### config.mk
export PLATFORM = sky130hd
export DESIGN_NAME = wb_arbiter_flat
export DESIGN_NICKNAME = d
export VERILOG_FILES = /design/src/rtl/wb_pkg.sv /design/src/rtl/wb_arbiter_if.sv /design/src/rtl/rr_arbiter.sv /design/src/rtl/wb_arbiter.sv /design/src/flat_wrapper.sv
export SDC_FILE = /design/constraint.sdc
export NUM_CORES = 1
export LEC_CHECK = 0
export CORE_MARGIN = 10
export CORE_UTILIZATION = 35
export CTS_BUF_LIST = sky130_fd_sc_hd__clkbuf_2
export CTS_CLUSTER_SIZE = 24
export DETAILED_ROUTE_END_ITERATION = 10
export PLACE_DENSITY_LB_ADDON = 0.2
export SYNTH_ARGS = -nofsm -noshare
export SYNTH_HDL_FRONTEND = slang
export SYNTH_HIERARCHICAL = 1
export SYNTH_SLANG_ARGS = --single-unit
### constraint.sdc
create_clock -name clk -period 3.96 [get_ports clk]
set_input_delay 0.99 -clock clk [delete_from_list [all_inputs] [get_ports clk]]
set_output_delay 0.99 -clock clk [all_outputs]
set_load 0.05 [all_outputs]
### src/rtl/wb_pkg.sv
// Shared definitions for the write-back arbiter: default widths, requester
// indices and a small wrap-around index helper used by the round-robin search.
package wb_pkg;

  localparam int NREQ = 3;
  localparam int DW   = 16;
  localparam int AW   = 4;

  // Requester slots on the shared register-file write port.
  typedef enum int {
    WB_ALU  = 0,
    WB_LOAD = 1,
    WB_IO   = 2
  } wb_src_e;

  // (base + step) modulo n, for base < n and step <= n.
  function automatic int wb_wrap_add(input int base, input int step, input int n);
    int s;
    s = base + step;
    if (s >= n) begin
      s = s - n;
    end
    return s;
  endfunction

endpackage

### src/rtl/wb_arbiter_if.sv
// Bundle of requester-side and register-file-side signals of the write-back
// arbiter. The arbiter uses the slave modport; producers/register file (or a
// bench) use the master modport.
//
// Handshake: requester i transfers on a rising edge where req_valid[i] and
// req_ready[i] are both 1. A requester keeps valid, rd and data stable until
// that edge; req_ready never depends on rd or data.
interface wb_arbiter_if
  import wb_pkg::*;
#(
  parameter int NREQ = wb_pkg::NREQ,
  parameter int DW   = wb_pkg::DW,
  parameter int AW   = wb_pkg::AW
);

  logic [NREQ-1:0]    req_valid;
  logic [NREQ*AW-1:0] req_rd;
  logic [NREQ*DW-1:0] req_data;
  logic [NREQ-1:0]    req_ready;
  logic               rf_regw;
  logic [AW-1:0]      rf_rd;
  logic [DW-1:0]      rf_wdata;
  logic [2**AW-1:0]   pending;

  modport master (
    output req_valid, req_rd, req_data,
    input  req_ready, rf_regw, rf_rd, rf_wdata, pending
  );

  modport slave (
    input  req_valid, req_rd, req_data,
    output req_ready, rf_regw, rf_rd, rf_wdata, pending
  );

endinterface

### src/rtl/rr_arbiter.sv
// Round-robin arbiter. Grants at most one requester per cycle, searching from
// the slot after the most recent accepted grant. The pointer only moves when
// accept_i says the grant was actually taken, so idle cycles keep the order.
module rr_arbiter #(
  parameter  int N  = 3,
  localparam int IW = (N > 1) ? $clog2(N) : 1
) (
  input  logic          clk,
  input  logic          rst_n,
  input  logic [N-1:0]  req_i,
  input  logic          en_i,
  input  logic          accept_i,
  output logic [N-1:0]  gnt_o,
  output logic [IW-1:0] gnt_idx_o
);
  import wb_pkg::*;

  logic [IW-1:0] last_q;
  logic [IW-1:0] last_d;

  // Search last+1, last+2, ... (mod N) for the first active request.
  always_comb begin
    int            cand;
    logic [IW-1:0] cand_idx;
    logic          found;
    gnt_o     = '0;
    gnt_idx_o = last_q;
    found     = 1'b0;
    cand      = 0;
    cand_idx  = '0;
    for (int k = 1; k <= N; k++) begin
      cand     = wb_wrap_add(int'(last_q), k, N);
      cand_idx = IW'(cand);
      if (en_i && !found && req_i[cand_idx]) begin
        gnt_o[cand_idx] = 1'b1;
        gnt_idx_o       = cand_idx;
        found           = 1'b1;
      end
    end
  end

  // Pointer advances only on an accepted grant.
  always_comb begin
    last_d = accept_i ? gnt_idx_o : last_q;
  end

  // Pointer register; reset value N-1 gives requester 0 first priority.
  always_ff @(posedge clk or negedge rst_n) begin
    if (!rst_n) begin
      last_q <= IW'(N - 1);
    end else begin
      last_q <= last_d;
    end
  end

endmodule

### src/rtl/wb_arbiter.sv
// Write-back arbiter: shares the register file's single write port among the
// ALU, load and I/O producers. One round-robin grant per cycle is registered
// into an output stage driving rf_regw/rf_rd/rf_wdata, plus a pending-write
// one-hot mask for hazard/forwarding logic.
//
// Optional feature, macro WB_R0_ZERO_EN: a granted write with rd=0 is
// acknowledged (and advances the round-robin pointer) but never reaches the
// register file, so r0 reads as constant zero.
module wb_arbiter #(
  parameter int NREQ = wb_pkg::NREQ,
  parameter int DW   = wb_pkg::DW,
  parameter int AW   = wb_pkg::AW,
  localparam int IW  = (NREQ > 1) ? $clog2(NREQ) : 1
) (
  input  logic        clk,
  input  logic        reset,
  input  logic        enable,
  wb_arbiter_if.slave bus
);
  import wb_pkg::*;

  logic [NREQ-1:0] gnt;
  logic [IW-1:0]   gnt_idx;
  logic            arb_en;
  logic            xfer;
  logic            wr_go;
  logic [AW-1:0]   rd_arr   [NREQ];
  logic [DW-1:0]   data_arr [NREQ];
  logic [AW-1:0]   sel_rd;
  logic [DW-1:0]   sel_data;

  logic            regw_q, regw_d;
  logic [AW-1:0]   rd_q, rd_d;
  logic [DW-1:0]   data_q, data_d;
  logic [2**AW-1:0] pend;

  // Unpack the flat per-requester destination/data buses.
  for (genvar i = 0; i < NREQ; i++) begin : g_unpack
    assign rd_arr[i]   = bus.req_rd[i*AW +: AW];
    assign data_arr[i] = bus.req_data[i*DW +: DW];
  end

  // Grants are suppressed while reset is asserted or the arbiter is disabled.
  always_comb begin
    arb_en = enable && reset;
  end

  rr_arbiter #(
    .N (NREQ)
  ) u_rr (
    .clk       (clk),
    .rst_n     (reset),
    .req_i     (bus.req_valid),
    .en_i      (arb_en),
    .accept_i  (xfer),
    .gnt_o     (gnt),
    .gnt_idx_o (gnt_idx)
  );

  // A grant is only ever given to a valid requester, so any grant is a transfer.
  always_comb begin
    xfer = |(gnt & bus.req_valid);
  end

  // Grant mux: route the winner's destination and data to the output stage.
  always_comb begin
    sel_rd   = rd_arr[gnt_idx];
    sel_data = data_arr[gnt_idx];
  end

  // Decide whether the transfer turns into a register-file write.
  always_comb begin
`ifdef WB_R0_ZERO_EN
    wr_go = xfer && (sel_rd != '0);
`else
    wr_go = xfer;
`endif
  end

  // Output-stage next state: pulse on a write, otherwise hold rd/data.
  always_comb begin
    regw_d = wr_go;
    rd_d   = rd_q;
    data_d = data_q;
    if (wr_go) begin
      rd_d   = sel_rd;
      data_d = sel_data;
    end
  end

  // Output-stage register; reset discards any in-flight write at once.
  always_ff @(posedge clk or negedge reset) begin
    if (!reset) begin
      regw_q <= 1'b0;
      rd_q   <= '0;
      data_q <= '0;
    end else begin
      regw_q <= regw_d;
      rd_q   <= rd_d;
      data_q <= data_d;
    end
  end

  // Pending mask: one-hot of the destination currently being written.
  always_comb begin
    pend = '0;
    if (regw_q) begin
      pend[rd_q] = 1'b1;
    end
  end

  assign bus.req_ready = gnt;
  assign bus.rf_regw   = regw_q;
  assign bus.rf_rd     = rd_q;
  assign bus.rf_wdata  = data_q;
  assign bus.pending   = pend;

endmodule

### src/flat_wrapper.sv
// flat-port wrapper written by rule: the top's interface ports become plain ports
module wb_arbiter_flat import wb_pkg::*;
#(
  parameter int NREQ = wb_pkg::NREQ,
  parameter int DW   = wb_pkg::DW,
  parameter int AW   = wb_pkg::AW,
  localparam int IW  = (NREQ > 1) ? $clog2(NREQ) : 1
)
  (clk, reset, enable, bus_req_valid, bus_req_rd, bus_req_data, bus_req_ready, bus_rf_regw, bus_rf_rd, bus_rf_wdata, bus_pending);
  wb_arbiter_if #(.NREQ(NREQ), .DW(DW), .AW(AW)) bus_i ();
  input  logic clk;
  input  logic reset;
  input  logic enable;
  input wire logic [$bits(bus_i.req_valid)-1:0] bus_req_valid;
  input wire logic [$bits(bus_i.req_rd)-1:0] bus_req_rd;
  input wire logic [$bits(bus_i.req_data)-1:0] bus_req_data;
  output wire logic [$bits(bus_i.req_ready)-1:0] bus_req_ready;
  output wire logic [$bits(bus_i.rf_regw)-1:0] bus_rf_regw;
  output wire logic [$bits(bus_i.rf_rd)-1:0] bus_rf_rd;
  output wire logic [$bits(bus_i.rf_wdata)-1:0] bus_rf_wdata;
  output wire logic [$bits(bus_i.pending)-1:0] bus_pending;
  assign bus_i.req_valid = bus_req_valid;
  assign bus_i.req_rd = bus_req_rd;
  assign bus_i.req_data = bus_req_data;
  assign bus_req_ready = bus_i.req_ready;
  assign bus_rf_regw = bus_i.rf_regw;
  assign bus_rf_rd = bus_i.rf_rd;
  assign bus_rf_wdata = bus_i.rf_wdata;
  assign bus_pending = bus_i.pending;
  wb_arbiter #(.NREQ(NREQ), .DW(DW), .AW(AW)) u_core (.clk(clk), .reset(reset), .enable(enable), .bus(bus_i));
endmodule
-- Yosys cells after proc, flatten, opt, wreduce, memory -nomap -nowiden
Index checks and enable logic that the tools add are counted.
- flip-flop bits (word level): 23
- output and inout bits: 40
- word-level logic and storage cells: 71
- input port bits: 66
- add/subtract/negate cells: 6
- muxes and demuxes: 32
- bitwise logic cells: 4
- $lt $le $gt $ge: 12
- reduce and logical (&&, ||, !) cells: 13
- operators with widths (operator ; number):
    $mux W16 ; 3
    $bmux W16 S2 ; 1
    $mux W2 ; 6
    $logic_and A1 B1 Y1 ; 10
    $ge A3 B2 Y1 const B ; 3
    $lt A2 B3 Y1 const B ; 3
    $mux W1 ; 9
    $mux W3 ; 3
    $bmux W4 S2 ; 1
    $mux W4 ; 2
    $add A2 B2 Y3 const B ; 2
    $bmux W1 S2 ; 3
    $demux W1 S2 ; 3
    $ge A2 B1 Y1 const B ; 3
    $or A3 B3 Y3 ; 2
    $sub A2 B2 Y2 const B ; 3
    $lt A4 B5 Y1 const B ; 1
    $demux W1 S4 ; 1
    $ge A4 B1 Y1 const B ; 1
    $add A2 B1 Y3 const B ; 1
    $and A3 B3 Y3 ; 1
    $ge A3 B3 Y1 const B ; 1
    $not A2 Y3 ; 1
    $reduce_or A3 Y1 ; 1
    $logic_not A1 Y1 ; 2

-- Logic depth before layout (Yosys ltp)
- word-level depth: 19
- gate-level depth with buffers: 14
- gate-level depth less buffers: 11

-- Modules after synthesis
Netlist, hierarchy kept.
- by module, submodules not included (module ; cells an instance ; times used ; area an instance (µm²)):
    wb_arbiter ; 116 ; 1 ; 1381.3
    rr_arbiter ; 67 ; 1 ; 529.3

-- Worst setup path after synthesis
OpenSTA, ideal clock, no wires.
- path type: reg-to-reg
- start point: reg u_core.u_rr.last_q[0]
- end point: reg u_core.rd_q[2], in the netlist u_core/bus.rf_rd[2]
- slack: -105 ps
- required time: 3835 ps
- library setup time: 125 ps
- stages on the path, launching flop included: 13
- arrival time: 3939 ps
- clock period less this slack: 4065 ps
- buffers on the path: 2
- cells stage by stage: dfrtp_1 -> clkbuf_1 -> inv_1 -> ha_1 -> nand2b_1 -> o32ai_1 -> or2_1 -> a31oi_1 -> o21ai_0 -> a222oi_1 -> inv_1 -> buf_6 -> mux2_4
- elaborated cells between the ends (all ways): 56
- those cells by class: 6 x add/sub; 9 x order compare; 26 x mux; 4 x bitwise; 11 x reduce/logical
- RTL lines (item ; RTL line ; RTL):
    from (decl) ; rr_arbiter.sv:18 ; logic [IW-1:0] last_q;
    from (signal assigned) ; rr_arbiter.sv:50 ; last_q <= IW'(N - 1);
    from (signal assigned) ; rr_arbiter.sv:52 ; last_q <= last_d;
    parallel branches: the longest is 14 deep, another holds $add A2 B1 Y3 ; -- ;
    $mux W3 * ; rr_arbiter.sv:34 ; if (en_i && !found && req_i[cand_idx]) begin
    net bus_req_ready[0] ; flat_wrapper.sv:17 ; output wire logic [$bits(bus_i.req_ready)-1:0] bus_req_ready;
    $and A3 B3 Y3 * ; wb_arbiter.sv:62 ; xfer = |(gnt & bus.req_valid);
    $reduce_or A3 Y1 * ; wb_arbiter.sv:62 ;
    net u_core.regw_d ; wb_arbiter.sv:32 ; logic regw_q, regw_d;
    to (signal assigned) ; wb_arbiter.sv:99 ; rd_q <= rd_d;
    to (decl) ; wb_arbiter.sv:33 ; logic [AW-1:0] rd_q, rd_d;
Mark *: on every way through the listed nets, which the timed path passes. The select of a mux whose other input is x is not followed.
A chain may end at the register's enable or synchronous reset.

-- Worst setup path after layout
- start point: in bus_req_valid[2]
- end point: out bus_req_ready[1]
- longest elaborated chain between the ends: 12
- elaborated cells between the ends (all ways): 20
- those cells by class: 11 x mux; 2 x bitwise; 7 x reduce/logical
- ends and longest elaborated chain (item ; RTL line ; RTL):
    from (decl) ; flat_wrapper.sv:14 ; input wire logic [$bits(bus_i.req_valid)-1:0] bus_req_valid;
    $bmux W1 S2 ; rr_arbiter.sv:34 ;
    $mux W1 (implied by the code) ; rr_arbiter.sv:34 ;
    $logic_and A1 B1 Y1 ; rr_arbiter.sv:34 ;
    $mux W1 ; rr_arbiter.sv:34 ;
    $logic_not A1 Y1 ; rr_arbiter.sv:34 ;
    $logic_and A1 B1 Y1 (2 in series) ; rr_arbiter.sv:34 ;
    $mux W1 ; rr_arbiter.sv:34 ;
    $logic_not A1 Y1 ; rr_arbiter.sv:34 ;
    $logic_and A1 B1 Y1 (2 in series) ; rr_arbiter.sv:34 ;
    $mux W3 * ; rr_arbiter.sv:34 ;
    to (decl) ; flat_wrapper.sv:17 ;
Mark *: on every way between the ends. The rest lies on a longest branch, timed or not. The select of a mux whose other input is x is not followed.

==> summary.txt <==
Run status
  – Outcome: finished, final reports clean

GRT
  – GRT Total Usage: 14.3%
  – Initial antenna violation count: 0
  – GRT Residual Overflow: 0
  – Vias in the first global route: 1954
  – First-pass GRT wire length: 10200 um
  – Largest net degree at the start of global routing: 26

Timing
  – Period utilization: 95.1%
  – Worst Tran Pin Value: 0.530 ns
  – Post-layout min period: 3.76 ns
  – Achievable Freq: 266 MHz
  – Slew HR: 64.5%
  – Final setup viols: 0
  – Hold Vio Cnt, Final: 0
  – Clock Skew: 0.00874 ns
  – Min setup slack post-route: 0.195 ns
  – RSZ-0062 raised after global routing: false
  – Setup_tns: 0 ns
  – Max Slew Vio Count: 0

Synth
  – Biggest area consumer among synthesized cells: dfrtp_1
  – Top-area cell type share of the netlist area: 28.8%
  – #FFs+latches synth: 23
  – Mapped Nets: 255
  – Syn_area_per_cell: 10.4 um2
  – Synth Warn #: 6
  – Synth async-reset ratio: 100%
  – Register area share after synthesis: 30.2%
  – Mapped cell area: 0.00191 mm2
  – Synthesized instance count: 183
  – Number of synthesized flops with an enable pin: 0
  – Ys flop type: dfrtp_1
  – Yosys cell types: 43
  – Synth area leaders: dfrtp_1, mux2_4, mux2i_1, o2bb2ai_1, ha_1
  – Synth top cells by count: dfrtp_1, mux2i_1, mux2_4, o2bb2ai_1, nor2_1

Critical path
  – Critical Path Stages: 7
  – CP cell instances: clkdlybuf4s50_1, nor2b_1, o32ai_1, or2_1, and3_1, a32o_1, buf_12
  – Type of origin of the critical path: primary input
  – End of the critical path: bus_req_ready[1]
  – CP max stage delay: 0.52 ns
  – CP required: 2.97 ns
  – R2R cell count: 11
  – R2R Setup Slk: 0.83 ns
  – RR Endpoint: u_core/bus.rf_rd[0]
  – CP startpoint: bus_req_valid[2]
  – CP endpoint kind: output pin
  – Slowest library cell on the worst path: clkdlybuf4s50_1
  – Critical path type: primary input to output pin
  – Worst R2R Start: u_core/u_rr/last_q[1]
  – WP buf/inv: 2
  – Family with the most delay on the worst path: buffers and inverters
  – Worst-path fanout max: 7
  – CP Data Arrival Time: 2.77 ns

CTS
  – Worst-case clock buffer depth: 2
  – CTS sink cnt: 23
  – CTS Root Cell: clkbuf_2
  – Htree depth: 1
  – Post-CTS setup buffer count: 0
  – Post-CTS Hold Fix Bufs: 0
  – TritonCTS clock tree: built
  – Resize count post-CTS: 0
  – Clk slew on worst S/H paths: 0.24 ns
  – Clk_lat worst skew: 0.35 ns
  – Cts bufs inserted: 3

Floorplan
  – Core Area: 0.00520 mm2
  – I/O Pins: 106
  – Site Rows: 26
  – Die Wd: 93.9 um
  – Chip Height: 93.9 um
  – Initial core utilization: 36.7%
  – Die area: 0.00881 mm2

Power
  – P_leak: 1.26 nW
  – PD cells: 811 mW/mm2
  – Tot Pwr: 0.00253 W
  – VDD IR-drop max: 0.000373 V

Finish
  – Share of layout cells above drive strength 1: 16.0%
  – Final std cells w/o fill: 358
  – Diode count: 0
  – Fin nets: 361
  – Filler Cell Count: 482
  – Area delta synth->final: 63.2%
  – Final design area excluding fillers: 0.00312 mm2

Place
  – Dpl hpwl: 5190 um
  – Global placement routability congestion: 0.833
  – Placed cells: 354
  – Pre-CTS WS: 0.234 ns
  – Port bufs: 105
  – Placed cell areas: 0.00309 mm2

Detailed routing
  – Antenna viol nets, final: 0
  – Vias per cell: 5.16
  – Initial drt markers: 89
  – DRC errors left: 0
  – WL/cell: 18.0 um
  – Overall routed net length: 6460 um
  – Total number of vias: 1848
  – DRT Pass-1 Iters: 4

Job
  – Max cap viols: 0

Worst hold path
  – Worst Hold Class: flip-flop to flip-flop
## cells in the final DEF (no fill, tap or decap), types with 3 or more instances in the layout
cell type / instances
nand3b_1: 3
mux2_2: 3
ha_1: 5
clkbuf_2: 3
nand3_1: 4
clkdlybuf4s50_1: 102
nand2b_1: 3
mux2i_1: 22
nand2_1: 4
nor2b_1: 3
a21oi_1: 3
a31oi_1: 3
buf_12: 4
buf_4: 8
o2bb2ai_1: 20
nor3_1: 4
inv_1: 6
o21ai_0: 5
nor2_1: 14
mux2_4: 20
dfrtp_1: 22
## state kept, by name, summed over array words and instances (netlist names)
| name | cells |
|---|---|
| u_core/bus.rf_rd | 4 |
| u_core/bus.rf_wdata | 16 |
| u_core/bus.rf_regw | 1 |
| u_core/u_rr/last_q | 2 |
## how the worst min path moves through the flow
stage                            start                 endpoint  slack [ns]  depth (start not counted)
2_1_floorplan    u_core/u_rr/last_q[1]    u_core/u_rr/last_q[1]        0.59                          2
3_3_place_gp    u_core/bus.rf_wdata[1]   u_core/bus.rf_wdata[1]        0.49                          1
3_5_place_dp   u_core/bus.rf_wdata[11]  u_core/bus.rf_wdata[11]        0.49                          1
4_1_cts        u_core/bus.rf_wdata[11]  u_core/bus.rf_wdata[11]        0.55                          1
5_1_grt        u_core/bus.rf_wdata[13]  u_core/bus.rf_wdata[13]        0.57                          1
6_report       u_core/bus.rf_wdata[11]  u_core/bus.rf_wdata[11]        0.54                          1
## per-layer routing
metal	GRT usage, %	vias to the layer above	share of wire [%]
li1	-	898	-
met1	16.0	866	42
met2	24.5	80	48
met3	5.76	4	9.5
met4	3.67	0	1.0
met5	0	-	0
## through the flow
stage / utilization [%] / hold slack, ns
floorplan: - / 0.593
global placement: 59.3 / 0.494
detailed placement: 59.3 / 0.492
CTS: 59.7 / 0.548
global route: 59.9 / 0.568
finish: 59.9 / 0.545
## worst reg2reg max path, stage by stage (launching register included)
cell,delay [ns]
dfstp_2,0.62
inv_1,0.14
ha_4,0.40
nand2b_1,0.15
o32ai_1,0.10
or2_1,0.24
and3_1,0.20
a32o_1,0.25
a222oi_1,0.31
inv_1,0.12
buf_12,0.19
mux2_4,0.33
## kinds of logic (layout without fill, tap and decap cells)
family / count (synthesis) / in the layout / synth area share, %
compound gates: 45 / 45 / 18.9
mux: 45 / 45 / 29.0
simple gates: 44 / 44 / 12.3
flops: 23 / 23 / 30.2
buf+inv: 19 / 124 / 5.17
fa+ha+maj: 6 / 6 / 3.93
xor+xnor: 1 / 1 / 0.458
## report_power, final
part	switching, W	internal, W
Sequential	0.0000898	0.000345
Clock	0.0000800	0.0000229
Combinational	0.00111	0.000882
Total	0.00128	0.00125
## area by class of cell
cell class | count | area (um2) | share of cell area [%]
Tap cell | 70 | 87.6 | 2.81
Sequential cell | 23 | 577 | 18.5
Timing Repair Buffer | 114 | 1160 | 37.2
Clock inverter | 1 | 5.00 | 0.161
Multi-Input combinational cell | 141 | 1250 | 40.1
Inverter | 6 | 22.5 | 0.722
Clock buffer | 3 | 15.0 | 0.482
(Power assumes the default switching activity.)
